File: src/rtl/nvdla_apb2csb_pkg.sv
// Shared types and helpers for the APB-to-CSB bridge.
package nvdla_apb2csb_pkg;

   localparam int STATE_W = 3;
   localparam logic [31:0] ERR_DATA_DEF = 32'hDEAD_0BAD;

   typedef enum logic [STATE_W-1:0] {
      IDLE    = 3'd0,
      REQ     = 3'd1,
      RD_WAIT = 3'd2,
      WR_WAIT = 3'd3,
      DONE    = 3'd4
   } state_e;

   // Address is decodable when every bit above the CSB word range is clear.
   function automatic logic addr_in_range(input logic [31:0] paddr, input int addr_w);
      logic [31:0] hi_s;
      hi_s = paddr >> (addr_w + 2);
      return (hi_s == 32'd0);
   endfunction

endpackage

File: src/rtl/nvdla_apb2csb_tmo_cnt.sv
// Saturating wait-cycle counter; tc flags the all-ones terminal count.
module nvdla_apb2csb_tmo_cnt #(
   parameter int TMO_W = 12
) (
   input  logic pclk,
   input  logic prstn,
   input  logic clr,
   input  logic en,
   output logic tc
);

   localparam logic [TMO_W-1:0] CNT_ONE = TMO_W'(1);

   logic [TMO_W-1:0] cnt_r;

   assign tc = &cnt_r;

   // Count wait cycles, holding at the terminal value.
   always_ff @(posedge pclk or negedge prstn) begin
      if (!prstn) begin
         cnt_r <= '0;
      end else if (clr) begin
         cnt_r <= '0;
      end else if (en && !tc) begin
         cnt_r <= cnt_r + CNT_ONE;
      end
   end

endmodule

File: src/rtl/nvdla_apb2csb_bridge.sv
// APB3 slave that turns each access into a single CSB request and returns
// the CSB response (or a timeout / decode error) with a one-cycle pready.
module nvdla_apb2csb_bridge
   import nvdla_apb2csb_pkg::*;
#(
   parameter int          ADDR_W     = 16,
   parameter int          NPOSTED_WR = 0,
   parameter int          ADDR_CHECK = 1,
   parameter int          TMO_W      = 12,
   parameter logic [31:0] ERR_DATA   = ERR_DATA_DEF
) (
   input  logic              pclk,
   input  logic              prstn,
   input  logic              psel,
   input  logic              penable,
   input  logic              pwrite,
   input  logic [31:0]       paddr,
   input  logic [31:0]       pwdata,
   output logic [31:0]       prdata,
   output logic              pready,
   output logic              pslverr,
   output logic              csb2nvdla_valid,
   input  logic              csb2nvdla_ready,
   output logic [ADDR_W-1:0] csb2nvdla_addr,
   output logic [31:0]       csb2nvdla_wdat,
   output logic              csb2nvdla_write,
   output logic              csb2nvdla_nposted,
   input  logic              nvdla2csb_valid,
   input  logic [31:0]       nvdla2csb_data,
   input  logic              nvdla2csb_wr_complete
);

   state_e            state_r,   nxt_state_s;
   logic [ADDR_W-1:0] addr_r,    nxt_addr_s;
   logic [31:0]       wdat_r,    nxt_wdat_s;
   logic              write_r,   nxt_write_s;
   logic              nposted_r, nxt_nposted_s;
   logic              err_r,     nxt_err_s;
   logic [31:0]       rdata_r,   nxt_rdata_s;
   logic              valid_r,   nxt_valid_s;
   logic              pready_r,  nxt_pready_s;
   logic              pslverr_r, nxt_pslverr_s;
   logic [31:0]       prdata_r,  nxt_prdata_s;
   logic              tmo_clr_s, tmo_en_s, tmo_tc_s;

   assign tmo_clr_s = (state_r == IDLE) || (state_r == DONE);
   assign tmo_en_s  = !tmo_clr_s;

   nvdla_apb2csb_tmo_cnt #(.TMO_W(TMO_W)) u_tmo_cnt (
      .pclk  (pclk),
      .prstn (prstn),
      .clr   (tmo_clr_s),
      .en    (tmo_en_s),
      .tc    (tmo_tc_s)
   );

   // Next-state and next-output decode; a response beats a same-cycle timeout.
   always_comb begin
      nxt_state_s   = state_r;
      nxt_addr_s    = addr_r;
      nxt_wdat_s    = wdat_r;
      nxt_write_s   = write_r;
      nxt_nposted_s = nposted_r;
      nxt_err_s     = err_r;
      nxt_rdata_s   = rdata_r;
      case (state_r)
         IDLE: begin
            if (psel && penable && !pready_r) begin
               nxt_addr_s    = paddr[ADDR_W+1:2];
               nxt_wdat_s    = pwdata;
               nxt_write_s   = pwrite;
               nxt_nposted_s = pwrite && (NPOSTED_WR != 0);
               nxt_rdata_s   = 32'h0000_0000;
               if ((ADDR_CHECK != 0) && !addr_in_range(paddr, ADDR_W)) begin
                  nxt_err_s   = 1'b1;
                  nxt_rdata_s = pwrite ? 32'h0000_0000 : ERR_DATA;
                  nxt_state_s = DONE;
               end else begin
                  nxt_err_s   = 1'b0;
                  nxt_state_s = REQ;
               end
            end else begin
               nxt_state_s = IDLE;
            end
         end
         REQ: begin
            if (csb2nvdla_ready) begin
               if (!write_r) begin
                  nxt_state_s = RD_WAIT;
               end else if (nposted_r) begin
                  nxt_state_s = WR_WAIT;
               end else begin
                  nxt_state_s = DONE;
               end
            end else if (tmo_tc_s) begin
               nxt_err_s   = 1'b1;
               nxt_rdata_s = write_r ? 32'h0000_0000 : ERR_DATA;
               nxt_state_s = DONE;
            end else begin
               nxt_state_s = REQ;
            end
         end
         RD_WAIT: begin
            if (nvdla2csb_valid) begin
               nxt_rdata_s = nvdla2csb_data;
               nxt_state_s = DONE;
            end else if (tmo_tc_s) begin
               nxt_err_s   = 1'b1;
               nxt_rdata_s = ERR_DATA;
               nxt_state_s = DONE;
            end else begin
               nxt_state_s = RD_WAIT;
            end
         end
         WR_WAIT: begin
            if (nvdla2csb_wr_complete) begin
               nxt_state_s = DONE;
            end else if (tmo_tc_s) begin
               nxt_err_s   = 1'b1;
               nxt_state_s = DONE;
            end else begin
               nxt_state_s = WR_WAIT;
            end
         end
         DONE: begin
            nxt_state_s = IDLE;
         end
         default: begin
            nxt_state_s = IDLE;
         end
      endcase
      nxt_valid_s   = (nxt_state_s == REQ);
      nxt_pready_s  = (nxt_state_s == DONE);
      nxt_pslverr_s = (nxt_state_s == DONE) && nxt_err_s;
      nxt_prdata_s  = (nxt_state_s == DONE) ? nxt_rdata_s : 32'h0000_0000;
   end

   // State, request and response registers.
   always_ff @(posedge pclk or negedge prstn) begin
      if (!prstn) begin
         state_r   <= IDLE;
         addr_r    <= '0;
         wdat_r    <= 32'h0000_0000;
         write_r   <= 1'b0;
         nposted_r <= 1'b0;
         err_r     <= 1'b0;
         rdata_r   <= 32'h0000_0000;
         valid_r   <= 1'b0;
         pready_r  <= 1'b0;
         pslverr_r <= 1'b0;
         prdata_r  <= 32'h0000_0000;
      end else begin
         state_r   <= nxt_state_s;
         addr_r    <= nxt_addr_s;
         wdat_r    <= nxt_wdat_s;
         write_r   <= nxt_write_s;
         nposted_r <= nxt_nposted_s;
         err_r     <= nxt_err_s;
         rdata_r   <= nxt_rdata_s;
         valid_r   <= nxt_valid_s;
         pready_r  <= nxt_pready_s;
         pslverr_r <= nxt_pslverr_s;
         prdata_r  <= nxt_prdata_s;
      end
   end

   assign prdata            = prdata_r;
   assign pready            = pready_r;
   assign pslverr           = pslverr_r;
   assign csb2nvdla_valid   = valid_r;
   assign csb2nvdla_addr    = addr_r;
   assign csb2nvdla_wdat    = wdat_r;
   assign csb2nvdla_write   = write_r;
   assign csb2nvdla_nposted = nposted_r;

endmodule

File: config.mk
export PLATFORM = sky130hd
export DESIGN_NAME = nvdla_apb2csb_bridge
export DESIGN_NICKNAME = d
export VERILOG_FILES = /design/src/rtl/nvdla_apb2csb_pkg.sv /design/src/rtl/nvdla_apb2csb_tmo_cnt.sv /design/src/rtl/nvdla_apb2csb_bridge.sv
export SDC_FILE = /design/constraint.sdc
export NUM_CORES = 1
export LEC_CHECK = 0
export ABC_CLOCK_PERIOD_IN_PS = 2300
export CELL_PAD_IN_SITES_DETAIL_PLACEMENT = 1
export CELL_PAD_IN_SITES_GLOBAL_PLACEMENT = 1
export CORE_AREA = 2 2 137 139
export CTS_CLUSTER_DIAMETER = 80
export DETAILED_ROUTE_END_ITERATION = 6
export DIE_AREA = 0 0 139 141
export PLACE_DENSITY = 0.82
export RECOVER_POWER = 100
export SETUP_SLACK_MARGIN = 0.02
export SLEW_MARGIN = 30
export SYNTH_ARGS = -nofsm -noshare
export SYNTH_HDL_FRONTEND = slang
export SYNTH_SLANG_ARGS = --single-unit
File: constraint.sdc
create_clock -name pclk -period 2.3 [get_ports pclk]
set_clock_uncertainty 0.2 [all_clocks]
set_input_delay 0.23 -clock pclk [delete_from_list [all_inputs] [get_ports pclk]]
set_output_delay 0.23 -clock pclk [all_outputs]
set_load 0.02 [all_outputs]
==> impl_metrics.json <==
{
  "register_area_um2": 3310,
  "postSynthCellCount": 473,
  "wl_um": 19400,
  "ys_seq_elements": 132,
  "yosys_warnings": 0,
  "drtIter0Drc": 243,
  "ys.flop_type": "dfrtp_1",
  "drv_cap": 0,
  "worst-endpoint-arrival_ns": 2.42,
  "startpoint_type": "register",
  "report.final.setup_viol": 2,
  "status": "finished, violations left",
  "wl_per_cell_um": 20.0,
  "ir_worst_vdd_uv": 516,
  "end_kind": "register",
  "reg2regPathDepth": 9,
  "period_minus_slack_ns": 2.31,
  "io_buffers": 185,
  "cts_sinks": 132,
  "syn_nets": 578,
  "overflow": 0,
  "synth-edff-count": 0,
  "htreeDepth": 4,
  "max_freq_mhz": 433,
  "postRouteAntennaNets": 0,
  "track_usage_pct": 19.0,
  "finalMaxSlewViolations": 0,
  "holdWs_ns": 0.215,
  "cts_tree": "built",
  "timing.rr.end": "prdata[8]",
  "grt_max_degree": 58,
  "p_per_area_nw_per_um2": 765,
  "critPathMaxFanout": 8,
  "hold_start": "pwdata[24]",
  "initial_utilization_pct": 31.0,
  "cts_inserted_buffers": 17,
  "min_to": "csb2nvdla_wdat[24]",
  "die-area_um2": 19600,
  "p_leak_nw": 3.92,
  "clk_pin_slew_ns": 0.07,
  "multiInputGateArea_um2": 2260,
  "hold_violations": 0,
  "syn_area_um2": 5660,
  "rows": 50,
  "hpwlAfterDp_um": 13000,
  "period_share_pct": 101,
  "grt_pass1_wl_um": 29200,
  "yosysUniqueCellTypes": 48,
  "hold_path_class": "in2reg",
  "violations": "setup timing",
  "grt_pass1_vias": 5572,
  "cp_data_required_time_ns": 2.41,
  "max_slew_margin_pct": 15.2,
  "core_area_um2": 18300,
  "ctsRootBufferMaster": "clkbuf_16",
  "die_w_um": 139,
  "gp_congestion": 0.776,
  "finish.net_count": 830,
  "dieHeight_um": 141,
  "ys_async_sr_fraction_pct": 100,
  "clock_latency_ns": 0.42,
  "first_pass_iters": 4,
  "instances_no_fill": 972,
  "r2r_slack_ns": -0.01,
  "fin_ws_ns": -0.0118,
  "crit_type": "reg2reg",
  "rsz0062_at_grt": "true",
  "drive_above_1_share_pct": 27.6,
  "via_per_inst": 5.05,
  "num_io_pins": 189,
  "r2r-start": "u_tmo_cnt.cnt_r[1]",
  "hold_depth": 2,
  "post-route-drc-count": 0,
  "routed-via-count": 4906,
  "syn2layout_area_growth_pct": 60.5,
  "max_slew.worst_pin.slew_ns": 1.27,
  "antenna_found_initial": 0,
  "n_fill_cell": 1950,
  "placed_cells": 912,
  "cts_buffer_depth": 2,
  "syn_area_per_cell_um2": 12.0,
  "antennaDiodeCount": 0,
  "yosysSeqAreaShare_pct": 58.3
}
per-layer routing:
metal	vias up	wire length, µm	track usage [%]
met1	2483	7580	22.0
li1	2206	-	-
met3	21	1490	6.56
met4	0	267	6.43
met5	-	0	0
met2	196	10100	33.0
power breakdown:
part | total (mW) | leakage [nW] | internal (mW) | switching (mW)
Sequential | 2.77 | 1.70 | 2.60 | 0.168
Clock | 2.63 | 0.279 | 1.52 | 1.11
Combinational | 1.56 | 1.94 | 0.852 | 0.705
Total | 6.96 | 3.92 | 4.97 | 1.99
critical path, cell delays in order (launching register included):
cell and delay, ns:
dfrtp_1 0.41, ha_4 0.19, nand3_4 0.11, nor4_4 0.28, buf_12 0.17, buf_8 0.13, o211ai_1 0.12, a2111oi_2 0.37
buf_4 0.18, nor2_2 0.04
flip-flops by register name, indices dropped and copies added (netlist names):
signal	flops
err_r	1
u_tmo_cnt.cnt_r	12
pready	1
pslverr	1
csb2nvdla_addr	16
csb2nvdla_write	1
csb2nvdla_valid	1
rdata_r	32
state_r	3
prdata	32
csb2nvdla_wdat	32
worst max-delay path by stage:
stage | from | end
after floorplan | u_tmo_cnt.cnt_r[0] | prdata[25]
after global placement | penable | pslverr
after detailed placement | psel | pslverr
after CTS | u_tmo_cnt.cnt_r[1] | prdata[7]
after global routing | u_tmo_cnt.cnt_r[8] | prdata[8]
final | u_tmo_cnt.cnt_r[1] | prdata[8]
logic make-up after synthesis:
group / share of synthesized area [%]
compound gates: 16.1
mux: 10.1
other cells: 0.0662
xor+xnor: 1.08
fa+ha+maj: 0.221
buf+inv: 4.68
simple gates: 9.48
flops: 58.3
Yosys cell counts (3+ instances only):
master       n  share of area (%)
a2111oi_0    9                1.4
a21oi_1     22                1.9
dfrtp_1    132                 58
a21boi_0    13                1.7
buf_4        4               0.53
o211ai_1    20                2.7
o21ai_0     26                2.3
xor2_1       5               0.77
buf_6        3               0.60
buf_2        8               0.71
a2111oi_2   10                2.7
nand3_1      6               0.53
inv_1       24                1.6
nor2b_1      3               0.33
clkbuf_1    19                1.3
and4_1       3               0.46
nor3_1       5               0.44
nor2_1      34                2.3
mux2_2      49                9.7
nand2_1     27                1.8
nor4_1       3               0.33
a22o_1      13                2.0
placed cells by master, fill, tap and decap left out, types with 4 or more instances in the layout:
cell type        Yosys  routed
inv_2                0       4
o21ai_0             26      25
nand2_1             27      27
a21boi_1             0       7
dfrtp_1            132     129
inv_6                0       6
buf_4                4      66
a21oi_1             22      21
nand3_1              6       5
o211ai_1            20      20
a22o_1              13      12
inv_1               24      20
nor2_1              34      32
a21boi_0            13       6
clkdlybuf4s50_1      0     184
clkbuf_16            0      18
mux2_2              49      49
clkinv_4             0       4
nor3_1               5       4
a2111oi_2           10      18
xor2_1               5       5
buf_12               0       5
buf_6                3       6
metrics by stage:
stage / setup TNS [ns] / setup slack (ns) / total power, mW / util (%) / instance area [µm²]
after CTS: -0.00922 / -0.00922 / 6.97 / 48.1 / 8790
after floorplan: 0 / 0.101 / 3.41 / - / 5660
after detailed placement: -14.50 / -0.327 / 4.28 / 44.3 / 8100
final: -0.0154 / -0.0118 / 6.96 / 49.8 / 9090
after global routing: -1.26 / -0.110 / 7.24 / 49.8 / 9090
after global placement: -6.47 / -0.200 / 4.21 / 44.3 / 8100
cell type report:
type	instances	area share [%]
clock buffer	18	4.72
clock inverter	14	1.55
timing repair buffer	267	28.3
multi-input combinational	283	24.9
tap	234	3.22
sequential	132	36.4
inverter	24	0.991
what timing repair did:
action / in CTS / in global routing
setup endpoints to repair: 64 / 64
pin swaps: 7 / 20
buffers inserted: 5 / 19
gates cloned: 0 / 3
hold buffers: 1 / 0
endpoints found under the hold margin: 71 / 0
resized for setup: 17 / 46
Note: power is estimated with default switching activity, not from simulation.
